--- src/rtl/debug_unit_if.sv ---
// Signal bundle between debug_unit and its host-side peers
// (UART rx/tx, pipeline control, instruction-memory write port).
interface debug_unit_if #(
   parameter int ADDR_BITS  = 32,
   parameter int DATA_WIDTH = 32
);
   logic [7:0]            rx_data;
   logic                  rx_done;
   logic                  tx_done;
   logic                  halt;
   logic [ADDR_BITS-1:0]  pc_value;
   logic [7:0]            tx_data;
   logic                  tx_start;
   logic                  imem_wr_en;
   logic [ADDR_BITS-1:0]  imem_addr;
   logic [DATA_WIDTH-1:0] imem_wr_data;
   logic                  pc_enable;
   logic                  pc_reset;

   modport master (
      output rx_data, rx_done, tx_done, halt, pc_value,
      input  tx_data, tx_start, imem_wr_en, imem_addr,
      input  imem_wr_data, pc_enable, pc_reset
   );

   modport slave (
      input  rx_data, rx_done, tx_done, halt, pc_value,
      output tx_data, tx_start, imem_wr_en, imem_addr,
      output imem_wr_data, pc_enable, pc_reset
   );
endinterface

--- src/rtl/debug_unit.sv ---
// UART debug controller: loads imem, runs/steps the pipeline,
// and reports PC and executed-cycle count over the transmitter.
module debug_unit #(
   parameter int ADDR_BITS  = 32,
   parameter int DATA_WIDTH = 32
) (
   input logic         clk,
   input logic         reset,
   debug_unit_if.slave bus
);
   typedef enum logic [3:0] {
      S_IDLE, S_LOAD_LEN, S_LOAD_BYTE, S_LOAD_WRITE,
      S_RUN, S_STEP, S_PCRST, S_SEND, S_WAIT_TX
   } state_t;

   localparam logic [7:0] CMD_L = 8'h4C;
   localparam logic [7:0] CMD_C = 8'h43;
   localparam logic [7:0] CMD_S = 8'h53;
   localparam logic [7:0] CMD_R = 8'h52;

   state_t                r_state;
   state_t                w_next;
   logic [7:0]            r_len;
   logic [7:0]            r_widx;
   logic [7:0]            w_widx_nxt;
   logic [1:0]            r_bcnt;
   logic [23:0]           r_word;
   logic [31:0]           r_cycles;
   logic [31:0]           w_cyc_nxt;
   logic [63:0]           r_buf;
   logic [2:0]            r_txleft;
   logic [ADDR_BITS-1:0]  r_addr;
   logic [DATA_WIDTH-1:0] r_wdata;
   logic [31:0]           w_pc32;
   logic                  w_pc_en;
   logic                  w_tx_start;
   logic                  w_wr_en;
   logic                  w_pc_rst;
   logic [7:0]            w_tx_data;

   assign w_pc32     = 32'(bus.pc_value);
   assign w_widx_nxt = r_widx + 8'd1;
   assign w_cyc_nxt  = r_cycles + {31'd0, w_pc_en};

   always_ff @(posedge clk) begin
      if (reset) r_state <= S_IDLE;
      else       r_state <= w_next;
   end

   // halt at decode skips RUN/STEP and goes straight to the report
   always_comb begin
      w_next = r_state;
      unique case (r_state)
         S_IDLE: begin
            if (bus.rx_done) begin
               case (bus.rx_data)
                  CMD_L:   w_next = S_LOAD_LEN;
                  CMD_C:   w_next = bus.halt ? S_SEND : S_RUN;
                  CMD_S:   w_next = bus.halt ? S_SEND : S_STEP;
                  CMD_R:   w_next = S_PCRST;
                  default: w_next = S_IDLE;
               endcase
            end
         end
         S_LOAD_LEN: begin
            if (bus.rx_done)
               w_next = (bus.rx_data == 8'd0) ? S_SEND : S_LOAD_BYTE;
         end
         S_LOAD_BYTE: begin
            if (bus.rx_done && r_bcnt == 2'd3) w_next = S_LOAD_WRITE;
         end
         S_LOAD_WRITE: begin
            w_next = (w_widx_nxt == r_len) ? S_SEND : S_LOAD_BYTE;
         end
         S_RUN: begin
            if (bus.halt) w_next = S_SEND;
         end
         S_STEP:  w_next = S_SEND;
         S_PCRST: w_next = S_SEND;
         S_SEND:  w_next = S_WAIT_TX;
         S_WAIT_TX: begin
            if (bus.tx_done)
               w_next = (r_txleft == 3'd0) ? S_IDLE : S_SEND;
         end
         default: w_next = S_IDLE;
      endcase
   end

   always_comb begin
      w_pc_en    = (r_state == S_RUN) || (r_state == S_STEP);
      w_tx_start = (r_state == S_SEND);
      w_wr_en    = (r_state == S_LOAD_WRITE);
      w_pc_rst   = (r_state == S_PCRST);
      w_tx_data  = 8'h00;
      if (r_state == S_SEND || r_state == S_WAIT_TX)
         w_tx_data = r_buf[63:56];
   end

   // r_buf holds the outgoing message, MSB byte first
   always_ff @(posedge clk) begin
      if (reset) begin
         r_len    <= '0;
         r_widx   <= '0;
         r_bcnt   <= '0;
         r_word   <= '0;
         r_cycles <= '0;
         r_buf    <= '0;
         r_txleft <= '0;
         r_addr   <= '0;
         r_wdata  <= '0;
      end else begin
         r_cycles <= (r_state == S_PCRST) ? 32'd0 : w_cyc_nxt;
         unique case (r_state)
            S_IDLE: begin
               if (bus.rx_done) begin
                  if (bus.rx_data == CMD_R) begin
                     r_buf    <= {CMD_R, 56'd0};
                     r_txleft <= 3'd0;
                  end else begin
                     r_buf    <= {w_pc32, r_cycles};
                     r_txleft <= 3'd7;
                  end
               end
            end
            S_LOAD_LEN: begin
               if (bus.rx_done) begin
                  r_len    <= bus.rx_data;
                  r_widx   <= '0;
                  r_bcnt   <= '0;
                  r_buf    <= {CMD_L, 56'd0};
                  r_txleft <= 3'd0;
               end
            end
            S_LOAD_BYTE: begin
               if (bus.rx_done) begin
                  r_bcnt <= r_bcnt + 2'd1;
                  r_word <= {r_word[15:0], bus.rx_data};
                  if (r_bcnt == 2'd3) begin
                     r_addr  <= ADDR_BITS'({r_widx, 2'b00});
                     r_wdata <= DATA_WIDTH'({r_word, bus.rx_data});
                  end
               end
            end
            S_LOAD_WRITE: r_widx <= w_widx_nxt;
            S_RUN: begin
               if (bus.halt) begin
                  r_buf    <= {w_pc32, w_cyc_nxt};
                  r_txleft <= 3'd7;
               end
            end
            S_STEP: begin
               r_buf    <= {w_pc32, w_cyc_nxt};
               r_txleft <= 3'd7;
            end
            S_WAIT_TX: begin
               if (bus.tx_done && r_txleft != 3'd0) begin
                  r_buf    <= {r_buf[55:0], 8'h00};
                  r_txleft <= r_txleft - 3'd1;
               end
            end
            default: ;
         endcase
      end
   end

   assign bus.pc_enable    = w_pc_en;
   assign bus.pc_reset     = w_pc_rst;
   assign bus.tx_start     = w_tx_start;
   assign bus.tx_data      = w_tx_data;
   assign bus.imem_wr_en   = w_wr_en;
   assign bus.imem_addr    = r_addr;
   assign bus.imem_wr_data = r_wdata;
endmodule

--- src/flat_wrapper.sv ---
// flat-port wrapper written by rule: the top's interface ports become plain ports
module debug_unit_flat 
#(
   parameter int ADDR_BITS  = 32,
   parameter int DATA_WIDTH = 32
)
  (clk, reset, bus_rx_data, bus_rx_done, bus_tx_done, bus_halt, bus_pc_value, bus_tx_data, bus_tx_start, bus_imem_wr_en, bus_imem_addr, bus_imem_wr_data, bus_pc_enable, bus_pc_reset);
  debug_unit_if #(.ADDR_BITS(ADDR_BITS), .DATA_WIDTH(DATA_WIDTH)) bus_i ();
  input logic clk;
  input logic reset;
  input wire logic [$bits(bus_i.rx_data)-1:0] bus_rx_data;
  input wire logic [$bits(bus_i.rx_done)-1:0] bus_rx_done;
  input wire logic [$bits(bus_i.tx_done)-1:0] bus_tx_done;
  input wire logic [$bits(bus_i.halt)-1:0] bus_halt;
  input wire logic [$bits(bus_i.pc_value)-1:0] bus_pc_value;
  output wire logic [$bits(bus_i.tx_data)-1:0] bus_tx_data;
  output wire logic [$bits(bus_i.tx_start)-1:0] bus_tx_start;
  output wire logic [$bits(bus_i.imem_wr_en)-1:0] bus_imem_wr_en;
  output wire logic [$bits(bus_i.imem_addr)-1:0] bus_imem_addr;
  output wire logic [$bits(bus_i.imem_wr_data)-1:0] bus_imem_wr_data;
  output wire logic [$bits(bus_i.pc_enable)-1:0] bus_pc_enable;
  output wire logic [$bits(bus_i.pc_reset)-1:0] bus_pc_reset;
  assign bus_i.rx_data = bus_rx_data;
  assign bus_i.rx_done = bus_rx_done;
  assign bus_i.tx_done = bus_tx_done;
  assign bus_i.halt = bus_halt;
  assign bus_i.pc_value = bus_pc_value;
  assign bus_tx_data = bus_i.tx_data;
  assign bus_tx_start = bus_i.tx_start;
  assign bus_imem_wr_en = bus_i.imem_wr_en;
  assign bus_imem_addr = bus_i.imem_addr;
  assign bus_imem_wr_data = bus_i.imem_wr_data;
  assign bus_pc_enable = bus_i.pc_enable;
  assign bus_pc_reset = bus_i.pc_reset;
  debug_unit #(.ADDR_BITS(ADDR_BITS), .DATA_WIDTH(DATA_WIDTH)) u_core (.clk(clk), .reset(reset), .bus(bus_i));
endmodule
--- config.mk ---
export PLATFORM = sky130hd
export DESIGN_NAME = debug_unit_flat
export DESIGN_NICKNAME = d
export VERILOG_FILES = /design/src/rtl/debug_unit_if.sv /design/src/rtl/debug_unit.sv /design/src/flat_wrapper.sv
export SDC_FILE = /design/constraint.sdc
export NUM_CORES = 1
export LEC_CHECK = 0
export ABC_AREA = 1
export CORE_MARGIN = 2
export CORE_UTILIZATION = 38
export CTS_CLUSTER_SIZE = 25
export DETAILED_ROUTE_END_ITERATION = 8
export GPL_ROUTABILITY_DRIVEN = 0
export GPL_TIMING_DRIVEN = 0
export PLACE_DENSITY_LB_ADDON = 0.1
export SYNTH_ARGS = -nofsm -noshare
export SYNTH_HDL_FRONTEND = slang
export SYNTH_SLANG_ARGS = --single-unit
--- constraint.sdc ---
create_clock -name clk -period 4 [get_ports clk]
set_input_delay 1 -clock clk [delete_from_list [all_inputs] [get_ports clk]]
set_output_delay 1 -clock clk [all_outputs]
set_load 0.1 [all_outputs]
==> impl_metrics.ini, run 1 <==
[floorplan]
fp-row-count = 54
die_w_um = 153
coreArea_sq_mm = 0.0218
dieArea_sq_mm = 0.0235
start_util_pct = 38.8
io_pins = 121
fp.dieH_um = 153

[final_layout]
n_antenna_cell = 0
drive_above_1_share_pct = 9.67
mostFrequentLayoutCell = nand2_1
fill_cells = 2205
nNetsFinal = 1352
area_delta_synth_final_pct = 23.9
most-common-layout-cells = nand2_1, dfxtp_1, nor2_1
fin_cells = 1593

[clocking]
cts_tree = done
hold_buffers = 0
clock_latency_ns = 0.45
cts_root_buf = clkbuf_16
cts_sinks = 185
clkTransAtPathRegs_ns = 0.08
cts_buffer_depth = 2
cts_made_buffers = 17
h-tree-depth = 4
postCtsSetupRepairBufs = 0
cts_resized = 27

[setup_path]
worst-setup-path-type = reg2out
reg2reg_slack_ns = 0.60
cp.arrival_ns = 2.83
worst_r2r_endpoint = u_core.r_buf[23]
crit_path_end_kind = output port
reg2reg_from = u_core.r_state[3]
critPathLaunchType = register
worstRegToRegCells = 14
path_max_fanout = 10
crit_required_ns = 3.00

[sta]
slew_violations = 0
setup_violations = 0
tightest_slew_ns = 1.02
max_slew_margin_pct = 32.0
skew_ns = 0.0153
max_freq_ghz = 0.261
grt_setup_unrepaired = false
hold_violations = 0
finalSetupTns_ns = 0
fin_crit_sh_pct = 95.7
fin_crit_ns = 3.83

[global_route]
antenna_found_initial = 1
grt_pass1_vias = 7566
grt_pass1_wl_um = 41100
grt_util_all_layers_pct = 22.1
grt_overflow = 0
grt_max_degree = 20

[power]
power_density_mw_per_mm2 = 403
finalPower_mw = 4.22
ir_drop_uv = 223
power.leakage_nw = 3.97

[detailed_routing]
avgRoutedWirePerCell_um = 16.5
viasPerCell = 5.07
vias = 8071
wirelength_um = 26300
initialDrtViolationCount = 584
drtAntennaViolNets = 0
remaining_drc_errors = 0
drt_pass1_iterations = 6

[yosys]
synth.cell_area_sq_mm = 0.00847
yosysWarningCount = 0
async_flop_share_pct = 0
ys.flop_type = dfxtp_1
synth_enable_flop_cells = 0
syn_inst = 1164
ys_ff_latch = 185
ys_seq_area_share_pct = 43.7
syn_area_per_cell_sq_um = 7.27
synth.distinct_cells = 39

[run]
max-cap-violations = 0

[min_path]
hp-class = reg2reg
min_to = u_core.bus.imem_wr_data[22]
min_from = u_core.bus.imem_wr_data[22]
holdPathStages = 2

[outcome]
outcome = complete, no violations

[place]
portBuffers = 95
dpl.hpwl_um = 19300
dp.cells = 1562
## power by group
part | switching [mW] | total [mW] | internal (mW) | leakage [nW]
Sequential | 0.0472 | 1.97 | 1.92 | 1.50
Combinational | 0.335 | 0.495 | 0.160 | 2.17
Clock | 0.855 | 1.76 | 0.902 | 0.295
Total | 1.24 | 4.22 | 2.99 | 3.97
## per-stage QoR
stage	setup slack, ns	utilization, %	hold slack [ns]	instance area [sq um]
after floorplan	0.369	-	0.433	8580
after global placement	-0.0729	45.3	0.450	9880
after detailed placement	-0.0271	45.3	0.453	9880
after CTS	0.0294	48.1	0.466	10500
after global routing	0.0651	48.1	0.488	10500
final	0.172	48.1	0.466	10500
## state kept, by name, summed over array words and instances, names as in the netlist
register and flops:
u_core.r_bcnt 2, u_core.r_len 8, u_core.r_txleft 3, u_core.bus.imem_wr_data 32, u_core.r_word 24, u_core.r_widx 8, u_core.bus.imem_addr 8, u_core.r_cycles 32
u_core.r_state 4, u_core.r_buf 64
## cell type report
cell class	instances	area [sq um]	share of cell area, %
clock inverters	15	181	1.73
repair buffers	95	961	9.16
plain buffers	86	463	4.41
clock buffers	17	425	4.05
inverters	100	375	3.58
flip-flops and latches	185	3700	35.3
well taps	280	350	3.34
multi-input cells	815	4030	38.4
## critical path, cell delays in order (launching register included)
cell and delay (ns):
dfxtp_1 0.31, inv_1 0.08, nand2_1 0.17, nor2_1 0.20
clkbuf_1 0.41, clkdlybuf4s50_1 1.23
## layer usage
metal / share of wire [%] / global-route usage (%) / up-vias
li1: - / - / 4113
met1: 49 / 30.5 / 3695
met2: 45 / 35.7 / 236
met3: 5.0 / 3.52 / 25
met4: 1.4 / 6.48 / 2
met5: 0.049 / 0 / -
## worst max-delay path by stage
stage	startpoint	endpoint	slack, ns
after CTS	u_core.r_state[0]	bus_tx_data[6]	0.03
after detailed placement	u_core.r_state[0]	bus_tx_data[6]	-0.03
after global routing	u_core.r_state[2]	bus_imem_wr_en	0.07
final	u_core.r_state[2]	bus_imem_wr_en	0.17
after floorplan	u_core.r_state[1]	bus_tx_data[0]	0.37
after global placement	u_core.r_state[0]	bus_tx_data[6]	-0.07
## kinds of logic (layout without fill, tap and decap cells)
logic type                 after synthesis  after routing  synth area share, %
and+or+nand+nor                        469            469                 23.2
adders and majority gates                7              7                 1.03
buffers and inverters                  187            313                 9.93
AOI/OAI and AO/OA                      291            291                 19.6
DFF                                    185            185                 43.7
xor gates and xnor gates                24             24                 2.48
other                                    1             24               0.0443
## cell usage after synthesis, types with 15 or more instances
cell	instances	share of area, %
nand2_1	218	9.7
dfxtp_1	185	44
nor2_1	150	6.6
a21oi_1	111	6.6
inv_1	90	4.0
o21ai_0	76	4.5
nand3_1	46	2.7
clkbuf_1	39	1.7
o21ai_1	35	2.1
a221oi_1	28	2.9
buf_4	28	2.5
xor2_1	19	2.0
a31oi_1	15	1.1
buf_2	15	0.89
nand4_1	15	1.1
(Power assumes the default switching activity.)
==> run 2: changes to the inputs <==
--- a/config.mk
+++ b/config.mk
@@ -8,11 +8,13 @@
 export ABC_AREA = 1
 export CORE_MARGIN = 2
 export CORE_UTILIZATION = 38
+export CTS_BUF_LIST = sky130_fd_sc_hd__clkbuf_4
 export CTS_CLUSTER_SIZE = 25
 export DETAILED_ROUTE_END_ITERATION = 8
 export GPL_ROUTABILITY_DRIVEN = 0
 export GPL_TIMING_DRIVEN = 0
-export PLACE_DENSITY_LB_ADDON = 0.1
+export PLACE_DENSITY = 0.62
+export SKIP_CTS_REPAIR_TIMING = 1
 export SYNTH_ARGS = -nofsm -noshare
 export SYNTH_HDL_FRONTEND = slang
 export SYNTH_SLANG_ARGS = --single-unit
==> impl_metrics.ini, run 2 (same netlist as run 1, synthesis figures left out) <==
[outcome]
outcome = complete, no violations

[setup_path]
worst-setup-path-type = reg2out
worstRegToRegCells = 14
path_max_fanout = 4
critPathLaunchType = register
crit_path_end_kind = output port
crit_required_ns = 3.00
cp.arrival_ns = 2.64

[sta]
tightest_slew_ns = 1.03
fin_crit_ns = 3.64
setup_violations = 0
fin_crit_sh_pct = 91.0
hold_violations = 0
holdWs_ns = 0.473
max_slew_margin_pct = 31.3
grt_setup_unrepaired = false
slew_violations = 0
skew_ns = 0.0326
max_freq_ghz = 0.275

[final_layout]
multiInputGateArea_sq_mm = 0.00403
mostFrequentLayoutCell = nand2_1
nNetsFinal = 1352
most-common-layout-cells = nand2_1, dfxtp_1, nor2_1
largest_reg_flops = 64
largest_register = u_core.r_buf
drive_above_1_share_pct = 9.67
seqCellArea_sq_mm = 0.00370
fill_cells = 2252
area_delta_synth_final_pct = 19.7

[detailed_routing]
viasPerCell = 5.18
vias = 8252
drt_pass1_iterations = 7
remaining_drc_errors = 0
wirelength_um = 25800
initialDrtViolationCount = 583
drtAntennaViolNets = 0
avgRoutedWirePerCell_um = 16.2

[min_path]
holdPathStages = 2
hp-class = reg2reg

[place]
dpl.hpwl_um = 19000
portBuffers = 95

[floorplan]
fp.dieH_um = 153
dieArea_sq_mm = 0.0235
coreArea_sq_mm = 0.0218
start_util_pct = 38.8
fp-row-count = 54
io_pins = 121
die_w_um = 153

[global_route]
antenna_found_initial = 1
grt_max_degree = 21
grt_pass1_wl_um = 41200
grt_util_all_layers_pct = 21.9
grt_pass1_vias = 7608
grt_overflow = 0

[power]
power.leakage_nw = 3.86
sw_frac_of_total_pct = 32.6
finalPower_mw = 3.54
seq_power_share_pct = 55.9
p_int_mw = 2.38
ir_drop_uv = 166
clkPwrFrac_pct = 30.3
power_density_mw_per_mm2 = 349
switchingPower_mw = 1.15
pwr-share-comb_pct = 13.9

[clocking]
cts_sinks = 185
cts_made_buffers = 17
cts_root_buf = clkbuf_4
cts_tree = done
clock_latency_ns = 0.62
cts_buffer_depth = 2
h-tree-depth = 4
clkTransAtPathRegs_ns = 0.20

[run]
max-cap-violations = 0
==> run 2: changes by cell type in the layout (fill, tap and decap cells not counted), moves of 2 or more <==
cell             delta
clkdlybuf4s15_2     -8
clkbuf_4           +17
clkbuf_2            +7
buf_2               +2
clkinv_8            +2
clkinv_4            -2
inv_6               +2
clkbuf_16          -17
==> run 2: critical path: stages (launching register included) <==
cell and delay (ns):
dfxtp_1 0.43, nand2_1 0.13, nor2_2 0.29, clkdlybuf4s50_1 1.19
==> run 2: through the flow <==
stage	cells	instance area [sq um]	worst slack [ns]	utilization, %	setup TNS (ns)
6_report	1594	10100	0.358	46.4	0
5_1_grt	1594	10100	0.178	46.4	0
4_1_cts	1594	10200	-0.711	46.6	-6.08
3_5_place_dp	1562	9880	0.00384	45.3	0
3_3_place_gp	1562	9880	-0.00165	45.3	-0.00189
2_1_floorplan	1187	8580	0.369	-	0
==> run 2: area by class of cell <==
class / instances / area share (%)
clock buffer: 17 / 1.26
buffer: 86 / 4.57
sequential: 185 / 36.5
tap: 280 / 3.46
timing repair buffer: 95 / 8.96
antenna: 1 / 0.0247
inverter: 100 / 3.70
multi-input combinational: 815 / 39.8
clock inverter: 15 / 1.70
==> run 2: power by group through the flow <==
| stage | combinational [mW] | clock (mW) | sequential, mW |
|---|---|---|---|
| final | 0.491 | 1.07 | 1.98 |
| after global routing | 0.537 | 1.18 | 1.99 |
| after CTS | 0.488 | 1.10 | 1.97 |
| after detailed placement | 0.485 | 0 | 2.01 |
| after global placement | 0.484 | 0 | 2.01 |
| after floorplan | 0.351 | 0 | 2.00 |
==> run 2: worst paths after layout <==
check	from	endpoint	slack, ns
min reg2reg	u_core.bus.imem_wr_data[20]	u_core.bus.imem_wr_data[20]	0.47
min	u_core.bus.imem_wr_data[20]	u_core.bus.imem_wr_data[20]	0.47
max reg2reg	u_core.r_state[3]	u_core.r_buf[23]	0.63
max	u_core.r_state[1]	bus_tx_start	0.36
==> run 2: metal layers <==
metal  GRT usage [%]  up-vias  wire, um
met4            6.70        0       539
met5               0        -         0
li1                -     4103         -
met3            3.74       35      1590
met1            30.2     3813     11900
met2            35.0      301     11800
==> run 3: changes to the inputs <==
--- a/config.mk
+++ b/config.mk
@@ -7,13 +7,13 @@
 export LEC_CHECK = 0
 export ABC_AREA = 1
 export CORE_MARGIN = 2
-export CORE_UTILIZATION = 38
+export CORE_UTILIZATION = 48
 export CTS_BUF_LIST = sky130_fd_sc_hd__clkbuf_4
 export CTS_CLUSTER_SIZE = 25
 export DETAILED_ROUTE_END_ITERATION = 8
 export GPL_ROUTABILITY_DRIVEN = 0
 export GPL_TIMING_DRIVEN = 0
-export PLACE_DENSITY = 0.62
+export PLACE_DENSITY = 0.75
 export SKIP_CTS_REPAIR_TIMING = 1
 export SYNTH_ARGS = -nofsm -noshare
 export SYNTH_HDL_FRONTEND = slang
==> impl_metrics.ini, run 3 (same netlist as run 1, synthesis figures left out) <==
[setup_path]
critPathBufInv = 3
crit_chain = inv_1, nand2_1, nor2_2, clkbuf_1, clkbuf_2
cp_top_family = buffers and inverters
critPathMaxStageDelay_ns = 0.67
cp_slowest_cell = clkbuf_1
crit_required_ns = 3.00
critPathLaunchType = register
crit_path_end_kind = output port
path_max_fanout = 13
worst-setup-path-type = reg2out
cp.arrival_ns = 2.77

[sta]
hold_violations = 0
fin_crit_sh_pct = 94.4
setup_violations = 0
grt_setup_unrepaired = false
finalSetupTns_ns = 0
max_freq_ghz = 0.265
max_slew_margin_pct = 33.5
skew_ns = 0.0293
slew_violations = 0
tightest_slew_ns = 0.994
fin_crit_ns = 3.77
holdWs_ns = 0.477

[place]
portBuffers = 95
place_area_sq_mm = 0.00981
dpl.hpwl_um = 17900

[clocking]
cts_tree = done
cts_made_buffers = 17
cts_sinks = 185
clock_latency_ns = 0.60
cts_buffer_depth = 2
clkTransAtPathRegs_ns = 0.17
cts_root_buf = clkbuf_4
h-tree-depth = 4

[final_layout]
final_cell_area_sq_mm = 0.0100
drive_above_1_share_pct = 9.60
mostFrequentLayoutCell = nand2_1
most-common-layout-cells = nand2_1, dfxtp_1, nor2_1
fill_cells = 1667
nNetsFinal = 1352
seqCellArea_sq_mm = 0.00370
area_delta_synth_final_pct = 18.6
largest_register = u_core.r_buf
utilization_pct = 58.1
multiInputGateArea_sq_mm = 0.00403
largest_reg_flops = 64

[detailed_routing]
initialDrtViolationCount = 685
wirelength_um = 24200
drtAntennaViolNets = 0
drt_pass1_iterations = 7
viasPerCell = 5.40
vias = 8311
remaining_drc_errors = 0
avgRoutedWirePerCell_um = 15.7

[min_path]
hp-class = reg2reg

[outcome]
outcome = complete, no violations

[global_route]
grt_util_all_layers_pct = 26.1
grt_pass1_wl_um = 38300
grt_overflow = 0
antenna_found_initial = 1
grt_max_degree = 20
grt_pass1_vias = 7534

[floorplan]
fp-row-count = 48
fp.dieH_um = 137
die_w_um = 137
start_util_pct = 49.0
io_pins = 121
coreArea_sq_mm = 0.0173
dieArea_sq_mm = 0.0187

[power]
power.leakage_nw = 3.85
ir_drop_uv = 200
power_density_mw_per_mm2 = 348
finalPower_mw = 3.49

[run]
max-cap-violations = 0
[run 3: cell count changes in the layout (fill, tap and decap cells not counted)]
cell / change
clkinv_8: -2
clkbuf_2: +1
clkbuf_1: +1
clkinv_2: +1
clkinv_4: +1
inv_8: -1
buf_2: -2
inv_6: +1
[run 3: stage by stage]
stage / instances / worst slack (ns)
finish: 1539 / 0.225
global route: 1539 / 0.0834
CTS: 1539 / -0.627
detailed placement: 1507 / 0.0481
global placement: 1507 / 0.0218
floorplan: 1187 / 0.369
[run 3: final cells by class]
| class | count | share of cell area (%) |
|---|---|---|
| multi-input combinational | 815 | 40.1 |
| sequential | 185 | 36.9 |
| timing repair buffer | 95 | 9.04 |
| buffer | 86 | 4.60 |
| inverter | 100 | 3.74 |
| tap | 225 | 2.80 |
| clock inverter | 15 | 1.51 |
| clock buffer | 17 | 1.27 |
| antenna | 1 | 0.0249 |
[run 3: report_power, final]
group	switching [mW]	leakage (nW)	internal, mW	total, mW
sequential	0.0488	1.50	1.93	1.98
combinational	0.328	2.19	0.160	0.488
clock	0.743	0.151	0.284	1.03
total	1.12	3.85	2.37	3.49
[run 3: final timing paths]
path / from / end / slack, ns / depth (start not counted)
worst min-delay path: u_core.bus.imem_wr_data[4] / u_core.bus.imem_wr_data[4] / 0.48 / 2
worst max register to register: u_core.r_state[3] / u_core.r_buf[23] / 0.35 / 14
worst max-delay path: u_core.r_state[3] / bus_pc_enable / 0.23 / 5
worst min register to register: u_core.bus.imem_wr_data[4] / u_core.bus.imem_wr_data[4] / 0.48 / 2
[run 3: tightest hold or removal path: stages (launching register included)]
cell	delay, ns
dfxtp_1	0.34
nand2_1	0.06
a21oi_1	0.05
[run 3: layer usage]
metal	routed length [um]	share of wire [%]	GRT usage (%)
met3	1540	6.4	4.56
met1	11000	46	35.1
met4	420	1.7	7.67
met5	0	0	0
met2	11200	46	42.8
